$ cat src/rtl/engine_sched_ctrl.sv
`default_nettype none
// ============================================================================
//  Module   : engine_sched_ctrl
//  Purpose  : Round-robin scheduler sharing one enable/done engine among
//             N_REQ requesters, with a per-job watchdog and an enforced
//             enable-low gap between consecutive jobs.
//  Revision : 1.0  initial release
// ============================================================================
module engine_sched_ctrl #(
    parameter int N_REQ   = 4,
    parameter int TIMEOUT = 1000,
    parameter int GAP_CYC = 2
) (
    input  logic             clk,
    input  logic             rst,
    input  logic [N_REQ-1:0] req,
    output logic [N_REQ-1:0] grant,
    output logic [N_REQ-1:0] done_o,
    output logic [N_REQ-1:0] err_o,
    output logic             engine_en,
    input  logic             engine_done,
    output logic             busy,
    output logic [7:0]       err_cnt
);

    localparam int IDX_W = (N_REQ > 1) ? $clog2(N_REQ) : 1;
    // Watchdog only needs to reach TIMEOUT-1, gap counter only GAP_CYC-1.
    localparam int WD_W  = (TIMEOUT > 2) ? $clog2(TIMEOUT) : 1;
    localparam int GP_W  = (GAP_CYC > 1) ? $clog2(GAP_CYC) : 1;

    localparam logic [WD_W-1:0]  C_WD_LAST  = WD_W'(TIMEOUT - 1);
    localparam logic [GP_W-1:0]  C_GAP_LAST = GP_W'(GAP_CYC - 1);
    localparam logic [IDX_W-1:0] C_PTR_RST  = IDX_W'(N_REQ - 1);
    localparam logic [N_REQ-1:0] C_ONE      = {{(N_REQ-1){1'b0}}, 1'b1};

    typedef enum logic [2:0] {
        S_IDLE  = 3'd0,
        S_ARB   = 3'd1,
        S_RUN   = 3'd2,
        S_DONE  = 3'd3,
        S_ABORT = 3'd4,
        S_GAP   = 3'd5
    } state_t;

    state_t             state_q, state_d;
    logic [IDX_W-1:0]   ptr_q, ptr_d;
    logic [IDX_W-1:0]   gidx_q, gidx_d;
    logic [N_REQ-1:0]   grant_q, grant_d;
    logic [N_REQ-1:0]   done_q, done_d;
    logic [N_REQ-1:0]   err_q, err_d;
    logic               en_q, en_d;
    logic               busy_q, busy_d;
    logic [7:0]         err_cnt_q, err_cnt_d;
    logic [WD_W-1:0]    wdog_q, wdog_d;
    logic [GP_W-1:0]    gap_q, gap_d;

    logic               arb_found;
    logic [IDX_W-1:0]   arb_idx;
    logic [IDX_W-1:0]   cand_idx;

    // Round-robin pick: first set request bit at ptr+1, ptr+2, ... wrapping.
    always_comb begin
        arb_found = 1'b0;
        arb_idx   = '0;
        cand_idx  = '0;
        for (int i = 1; i <= N_REQ; i++) begin
            cand_idx = IDX_W'((int'(ptr_q) + i) % N_REQ);
            if (!arb_found && req[cand_idx]) begin
                arb_found = 1'b1;
                arb_idx   = cand_idx;
            end
        end
    end

    // Next-state and next-output logic; all outputs are registered from *_d.
    always_comb begin
        state_d   = state_q;
        ptr_d     = ptr_q;
        gidx_d    = gidx_q;
        grant_d   = grant_q;
        wdog_d    = wdog_q;
        gap_d     = gap_q;
        err_cnt_d = err_cnt_q;
        done_d    = '0;
        err_d     = '0;

        case (state_q)
            S_IDLE: begin
                grant_d = '0;
                if (|req) begin
                    state_d = S_ARB;
                end
            end
            S_ARB: begin
                if (arb_found) begin
                    state_d = S_RUN;
                    gidx_d  = arb_idx;
                    grant_d = C_ONE << arb_idx;
                    wdog_d  = '0;
                end else begin
                    state_d = S_IDLE;
                    grant_d = '0;
                end
            end
            S_RUN: begin
                // Done takes priority over a watchdog expiry in the same cycle.
                if (engine_done) begin
                    state_d = S_DONE;
                    done_d  = grant_q;
                    ptr_d   = gidx_q;
                end else if (wdog_q == C_WD_LAST) begin
                    state_d = S_ABORT;
                    err_d   = grant_q;
                    ptr_d   = gidx_q;
                    if (err_cnt_q != 8'hFF) begin
                        err_cnt_d = err_cnt_q + 8'd1;
                    end
                end else begin
                    wdog_d = wdog_q + WD_W'(1);
                end
            end
            S_DONE, S_ABORT: begin
                state_d = S_GAP;
                grant_d = '0;
                gap_d   = '0;
            end
            S_GAP: begin
                // Leave only after the minimum gap and once the engine has
                // dropped done, so a stuck done cannot start the next job.
                if (gap_q == C_GAP_LAST) begin
                    if (!engine_done) begin
                        state_d = S_IDLE;
                    end
                end else begin
                    gap_d = gap_q + GP_W'(1);
                end
            end
            default: begin
                state_d = S_IDLE;
                grant_d = '0;
            end
        endcase

        en_d   = (state_d == S_RUN);
        busy_d = (state_d != S_IDLE);
    end

    // State and output registers, cleared asynchronously on rst low.
    always_ff @(posedge clk or negedge rst) begin
        if (!rst) begin
            state_q   <= S_IDLE;
            ptr_q     <= C_PTR_RST;
            gidx_q    <= '0;
            grant_q   <= '0;
            done_q    <= '0;
            err_q     <= '0;
            en_q      <= 1'b0;
            busy_q    <= 1'b0;
            err_cnt_q <= 8'd0;
            wdog_q    <= '0;
            gap_q     <= '0;
        end else begin
            state_q   <= state_d;
            ptr_q     <= ptr_d;
            gidx_q    <= gidx_d;
            grant_q   <= grant_d;
            done_q    <= done_d;
            err_q     <= err_d;
            en_q      <= en_d;
            busy_q    <= busy_d;
            err_cnt_q <= err_cnt_d;
            wdog_q    <= wdog_d;
            gap_q     <= gap_d;
        end
    end

    assign grant     = grant_q;
    assign done_o    = done_q;
    assign err_o     = err_q;
    assign engine_en = en_q;
    assign busy      = busy_q;
    assign err_cnt   = err_cnt_q;

endmodule
`default_nettype wire

$ cat config.mk
export PLATFORM = sky130hd
export DESIGN_NAME = engine_sched_ctrl
export DESIGN_NICKNAME = d
export VERILOG_FILES = /design/src/rtl/engine_sched_ctrl.sv
export SDC_FILE = /design/constraint.sdc
export NUM_CORES = 1
export LEC_CHECK = 0
export ABC_AREA = 1
export BUFFER_PORTS_ARGS = -buffer_cell sky130_fd_sc_hd__clkbuf_2
export CELL_PAD_IN_SITES_DETAIL_PLACEMENT = 0
export CELL_PAD_IN_SITES_GLOBAL_PLACEMENT = 1
export CORE_MARGIN = 1.5
export CORE_UTILIZATION = 45
export DETAILED_ROUTE_END_ITERATION = 10
export GPL_TIMING_DRIVEN = 0
export PLACE_DENSITY_LB_ADDON = 0.1
export SLEW_MARGIN = 5
export SYNTH_ARGS = -nofsm -noshare
export SYNTH_HDL_FRONTEND = slang
export SYNTH_SLANG_ARGS = --single-unit
$ cat constraint.sdc
create_clock -name clk -period 2.23 [get_ports clk]
set_input_delay 0.223 -clock clk [delete_from_list [all_inputs] [get_ports clk]]
set_output_delay 0.223 -clock clk [all_outputs]
set_load 0.01 [all_outputs]
==> flow_summary.toml, run 1 <==
[route]
drc = 2
vias = 1792
drt_iter0_markers = 78
wl_mm = 4.15
vias_per_cell = 4.84
routedWlPerCell_um = 11.2
firstDrtPassIters = 6
ant_nets = 0

[outcome]
violations = "design-rule violations"
status = "complete, but fails checks"

[die]
start_util_pct = 47.9
die_y_um = 71.8
dieArea_mm2 = 0.00516
rows = 24
io_pins = 29
coreArea_mm2 = 0.00444
dieWidth_um = 71.8

[power]
leakage_nw = 1.30
seq_power_share_pct = 36.5
switching_share_pct = 39.5
p_clk_share_pct = 23.8
p_sw_mw = 1.06
p_int_mw = 1.63
peakVddDrop_mv = 0.437
power_frac_comb_pct = 39.7
power.density_mw_per_mm2 = 1090

[clock_network]
h-tree-depth = 2
cts.path.max_buffers = 2
clockRootBuffer = "clkbuf_8"
cts_setup_buffers = 0
cts_made_buffers = 5
clock_sinks = 40
clk-insertion-delay-late_ns = 0.29
clkSlewWorstSetupHoldPaths_ns = 0.08
cts_tree = "done"
cts_hold_buffers = 0
cts-resized-gates = 0

[setup_path]
cp-end-kind = "flop"
rr_endpoint = "wdog_q[3]"
rrSetupSlack_ns = 0.52
crit_type = "reg -> reg"
worst_path_largest_cell_delay_ns = 0.42
r2r_cells = 10
cpMostUsedCell = "nand2_1"
crit_chain = "ha_1, inv_1, nor3_1, nand4_1, nand2_1, nand2_1, nand2_4, inv_1, nand2_1, nand2_1"
cp_slowest_cell = "dfrtp_1"
worstPathArrival_ns = 1.90
cp.buffers_inverters = 2
crit_path_max_fanout = 7
required_ns = 2.42
cp_top_family = "simple AND/OR/NAND/NOR gates"
startpoint_type = "flop"
r2r_start = "wdog_q[0]"

[yosys]
yosys.area_share.simple_pct = 35.1
yosysWarnings = 0
yosys.area.top_type_share_pct = 44.6
synthArstFlopShare_pct = 100
synth_area_leader_cell = "dfrtp_1"
synth_nets = 291
yosys-top-cells-count = "nand2_1 (106), dfrtp_1 (38), nor2_1 (30)"
syn_area_mm2 = 0.00213
synth-compound-area-share_pct = 4.29
synth_area_leaders = "dfrtp_1 (45%), nand2_1 (19%), nor2_1 (5.3%)"
syn-instance-count = 282
synth_edf_count = 0
syn_area_per_cell_um2 = 7.56
yosysSeqAreaShare_pct = 47.1
synth_top_family_by_area = "simple AND/OR/NAND/NOR gates"
yosys.area_share.adder_pct = 1.17
yosys.cell_count.top_type = "nand2_1"
yosys-mux-area-fraction_pct = 0
synth_cell_type_count = 29
ys_seq_elements = 40
synth_xor_area_share_pct = 5.34
ys.flop_type = "dfrtp_1"

[cells_and_area]
antennaDiodeCount = 0
stdcell_count = 370
area_growth_syn_to_layout_pct = 15.6
drive_gt1_share_pct = 16.0
nets = 326
nFillCells = 451

[global_route]
grt_pass1_vias = 1713
track_usage_pct = 18.5
grt_pass1_wl_mm = 7.60
grt_max_degree = 41
grt_overflow = 0
antenna_found_initial = 0

[sta]
setup_viol = 0
slew_violations = 0
finalHoldViolations = 0
tightest_slew_ns = 1.00
fin_crit_sh_pct = 76.7
finalCriticalPeriod_ns = 1.71
fin_setup_tns_ns = 0
fmax_mhz = 585
slew_headroom_pct = 33.3
skew_ns = 0.00647
rsz0062_at_grt = "no"

[job]
drv_cap = 0

[placement]
routabilityCongestion = 0.763
portBuffers = 28
dp_hpwl_mm = 3.05
dp_cells = 362

[hold_path]
hold_path.class = "in -> async"
-- placed cells by master, fill, tap and decap left out --
master / instances
a21boi_0: 1
a21oi_1: 2
a21oi_2: 1
buf_4: 1
buf_8: 1
bufinv_16: 1
clkbuf_2: 28
clkbuf_8: 7
clkinv_2: 1
dfrtp_1: 38
dfstp_2: 2
ha_1: 2
inv_1: 29
inv_2: 2
inv_4: 1
nand2_1: 106
nand2_2: 1
nand2_4: 1
nand3_1: 17
nand3b_1: 2
nand4_1: 5
nor2_1: 30
nor2_2: 1
nor2_4: 1
nor2b_1: 1
nor3_1: 7
nor3_4: 1
nor4_1: 1
o21ai_0: 13
or2_2: 1
xnor2_1: 2
xor2_1: 11
-- power by group through the flow --
| stage | logic, mW | clock network (mW) | registers (mW) |
|---|---|---|---|
| finish | 1.07 | 0.639 | 0.981 |
| global route | 1.25 | 0.693 | 0.997 |
| CTS | 1.09 | 0.662 | 0.982 |
| detailed placement | 1.09 | 0 | 0.994 |
| floorplan | 0.795 | 0 | 1.00 |
| global placement | 1.08 | 0 | 0.996 |
-- cell families (layout without fill, tap and decap cells) --
logic type               count (synthesis)  count (layout)
AO/OA/AOI/OAI                           17              17
buffers and inverters                   35              71
AND/OR/NAND/NOR                        175             175
adder cells (fa/ha/maj)                  2               2
flip-flops                              40              40
XOR/XNOR                                13              13
-- registers in the layout, indices dropped and copies added (netlist names) --
| register | cells |
|---|---|
| busy | 1 |
| done_o | 4 |
| engine_en | 1 |
| err_cnt | 8 |
| err_o | 4 |
| gap_q | 1 |
| gidx_q | 2 |
| grant | 4 |
| ptr_q | 2 |
| state_q | 3 |
| wdog_q | 10 |
-- per-stage QoR --
step / hold slack, ns / area, µm² / setup WS (ns) / power (mW) / util, %
6_report: 0.0822 / 2460 / 0.520 / 2.69 / 55.4
4_1_cts: 0.117 / 2460 / 0.502 / 2.74 / 55.4
3_5_place_dp: 0.436 / 2340 / 0.525 / 2.08 / 52.6
2_1_floorplan: -0.0726 / 2130 / 0.750 / 1.80 / -
3_3_place_gp: 0.428 / 2340 / 0.531 / 2.07 / 52.6
5_1_grt: 0.167 / 2460 / 0.326 / 2.94 / 55.4
-- routing by layer --
| layer | routed length [µm] | vias up | global-route usage [%] | part of all wire, % |
|---|---|---|---|---|
| met5 | 0 | - | 0 | 0 |
| met4 | 59 | 0 | 5.66 | 1.4 |
| met3 | 132 | 8 | 3.80 | 3.2 |
| met2 | 1710 | 25 | 28.7 | 41 |
| met1 | 2250 | 811 | 26.1 | 54 |
| li1 | - | 948 | - | - |
-- worst max-delay path by stage --
stage | from | end | slack (ns) | depth (start not counted)
final | wdog_q[0] | wdog_q[3] | 0.52 | 10
after global routing | ptr_q[0] | grant[2] | 0.33 | 13
after CTS | wdog_q[0] | wdog_q[3] | 0.50 | 10
after detailed placement | wdog_q[0] | wdog_q[3] | 0.52 | 10
after global placement | wdog_q[0] | wdog_q[9] | 0.53 | 10
after floorplan | ptr_q[0] | grant[0] | 0.75 | 13
-- layout make-up --
type                       instances  area, µm²  share of cell area (%)
buffer                             2       22.5                   0.915
clock buffer                       7       96.3                    3.91
clock inverter                     1       30.0                    1.22
inverter                          33        128                    5.18
multi-input combinational        207        977                    39.7
sequential                        40       1000                    40.8
tap                               52       65.1                    2.64
timing repair buffer              28        140                    5.69
(Power assumes the default switching activity.)
==> inputs of run 2 (changes only) <==
--- a/config.mk
+++ b/config.mk
@@ -10,7 +10,7 @@
 export CELL_PAD_IN_SITES_DETAIL_PLACEMENT = 0
 export CELL_PAD_IN_SITES_GLOBAL_PLACEMENT = 1
 export CORE_MARGIN = 1.5
-export CORE_UTILIZATION = 45
+export CORE_UTILIZATION = 37
 export DETAILED_ROUTE_END_ITERATION = 10
 export GPL_TIMING_DRIVEN = 0
 export PLACE_DENSITY_LB_ADDON = 0.1
==> constraint.sdc (replaced) <==
create_clock -name clk -period 1.55 [get_ports clk]
set_input_delay 0.155 -clock clk [delete_from_list [all_inputs] [get_ports clk]]
set_output_delay 0.155 -clock clk [all_outputs]
set_load 0.01 [all_outputs]
==> run 2 against run 1 <==
  * The run ends with negative setup slack left
  * Global-route usage down 1.7 points
  * Wire length increased by 15%
  * Clock skew increased by 0.0018 ns
  * First-iteration DRC count up 14%
  * Via count increased by 3.2%
  * Sequential cell count is the same
  * Sequential power rose by 47%
  * Clock power rose by 32%
  * Fmax up 8.0%
  * Count of clock-buffer cells in the layout is 1 lower
  * Non-clock buffer count is 14 higher
  * Critical path type unchanged
  * Largest cell class is now multi-input gates
==> flow_summary.toml, run 2 (synthesis gave the netlist of run 1 again) <==
[placement]
dp_hpwl_mm = 3.28
place_worst_setup_slack_ns = -0.166
routabilityCongestion = 0.730
portBuffers = 28

[cells_and_area]
final_common_cell = "nand2_1"
largest_reg_flops = 10
nets = 340
area_growth_syn_to_layout_pct = 34.4
drive_gt1_share_pct = 35.2
top_register = "wdog_q"
antennaDiodeCount = 0
final_cell_mix = "nand2_1 (72), dfrtp_1 (37), nor2_1 (29), clkbuf_2 (28), inv_1 (23)"

[die]
dieArea_mm2 = 0.00622
start_util_pct = 38.5
coreArea_mm2 = 0.00554
dieWidth_um = 78.9
die_y_um = 78.9
rows = 27
io_pins = 29

[route]
vias_per_cell = 4.58
drc = 0
wl_mm = 4.76
vias = 1850
drt_iter0_markers = 89
firstDrtPassIters = 4
ant_nets = 0
routedWlPerCell_um = 11.8

[power]
totalPowerFinal_mw = 4.92
leakage_nw = 1.46
power.density_mw_per_mm2 = 1720
power_frac_comb_pct = 53.6
p_sw_mw = 2.08
p_clk_share_pct = 17.1
seq_power_share_pct = 29.3
peakVddDrop_mv = 0.769
p_int_mw = 2.83
switching_share_pct = 42.4

[setup_path]
crit_path_max_fanout = 7
cp-end-kind = "flop"
crit_type = "reg -> reg"
r2r_start = "ptr_q[0]"
worstPathArrival_ns = 1.81
startpoint = "ptr_q[0]"
required_ns = 1.78
startpoint_type = "flop"

[sta]
slew_headroom_pct = 33.7
setup_viol = 12
fmax_mhz = 631
setup_slack_ns = -0.0341
fin_crit_sh_pct = 102
finalCriticalPeriod_ns = 1.58
tightest_slew_ns = 0.995
finalHoldViolations = 0
fin_setup_tns_ns = -0.240
skew_ns = 0.00827
rsz0062_at_grt = "yes"
slew_violations = 0

[global_route]
track_usage_pct = 16.8
grt_overflow = 0
grt_max_degree = 41
antenna_found_initial = 0
grt_pass1_vias = 1776
grt_pass1_wl_mm = 8.34

[clock_network]
cts_hold_buffers = 0
clock_sinks = 40
cts.path.max_buffers = 2
cts_made_buffers = 5
clkSlewWorstSetupHoldPaths_ns = 0.08
cts_tree = "done"
clk-insertion-delay-late_ns = 0.29
clockRootBuffer = "clkbuf_8"
h-tree-depth = 2

[hold_path]
hold_path.class = "in -> async"

[outcome]
violations = "negative setup slack"
status = "complete, but fails checks"

[job]
drv_cap = 0
run 2: cell types whose count changed in the layout (fill, tap and decap cells not counted), moves of 3 or more:
cell and delta:
o21ai_1 +8, nand2_4 +16, nand2_1 -34, o21ai_0 -9, inv_1 -6, nand2_2 +18, inv_2 +3, nand3_2 +5
nand3_1 -5, buf_4 +11
run 2: cell type report:
type	count	area, µm²
flip-flops and latches	40	1000
multi-input cells	207	1210
fillers	556	2680
plain buffers	1	15.0
clock buffers	6	72.6
inverters	33	141
well taps	72	90.1
clock inverters	2	35.0
repair buffers	43	295
run 2: worst paths after layout:
check / to / slack [ns] / cells past startpoint
min reg2reg: ptr_q[1] / 0.50 / 2
min: wdog_q[2] / 0.02 / 1
max in group asynchronous: wdog_q[5] / 0.86 / 1
min in group clk: state_q[2] / 0.27 / 3
max: grant[0] / -0.03 / 10
max reg2reg: grant[0] / -0.03 / 10
run 2: worst max-delay path: stages (launching register included):
cell and delay (ns):
dfstp_2 0.61, buf_12 0.16, nand2_4 0.06, nand2_4 0.08, nand2_2 0.06, nand2_2 0.10, nor2_1 0.04, nand3b_1 0.14
nor2b_4 0.17, nand2_1 0.06, nand2_1 0.05
run 2: through the flow:
step / hold WS, ns / utilization (%) / cells / instance area, µm²
2_1_floorplan: -0.141 / - / 282 / 2130
3_5_place_dp: 0.367 / 42.6 / 382 / 2360
6_report: 0.0222 / 51.7 / 404 / 2860
3_3_place_gp: 0.370 / 42.6 / 382 / 2360
5_1_grt: 0.111 / 51.7 / 404 / 2860
4_1_cts: 0.0545 / 47.7 / 400 / 2640
run 2: repair_timing:
action | CTS | global route
gates cloned | 0 | 1
setup endpoints to repair | 34 | 33
pin swaps | 20 | 24
gates resized for setup | 27 | 61
buffers inserted | 11 | 3
run 2: power groups by stage:
stage | sequential, mW | combinational, mW | clock [mW]
6_report | 1.44 | 2.64 | 0.841
5_1_grt | 1.47 | 2.90 | 0.907
4_1_cts | 1.43 | 2.03 | 0.863
3_5_place_dp | 1.43 | 1.58 | 0
3_3_place_gp | 1.43 | 1.58 | 0
2_1_floorplan | 1.44 | 1.14 | 0
run 2: layer usage:
metal	part of all wire (%)	wire (µm)	global-route usage, %	up-vias
met1	50	2380	24.0	847
met2	46	2210	25.9	27
met5	0	0	0	-
met4	0.50	24	4.74	0
met3	3.1	147	3.22	2
li1	-	-	-	974
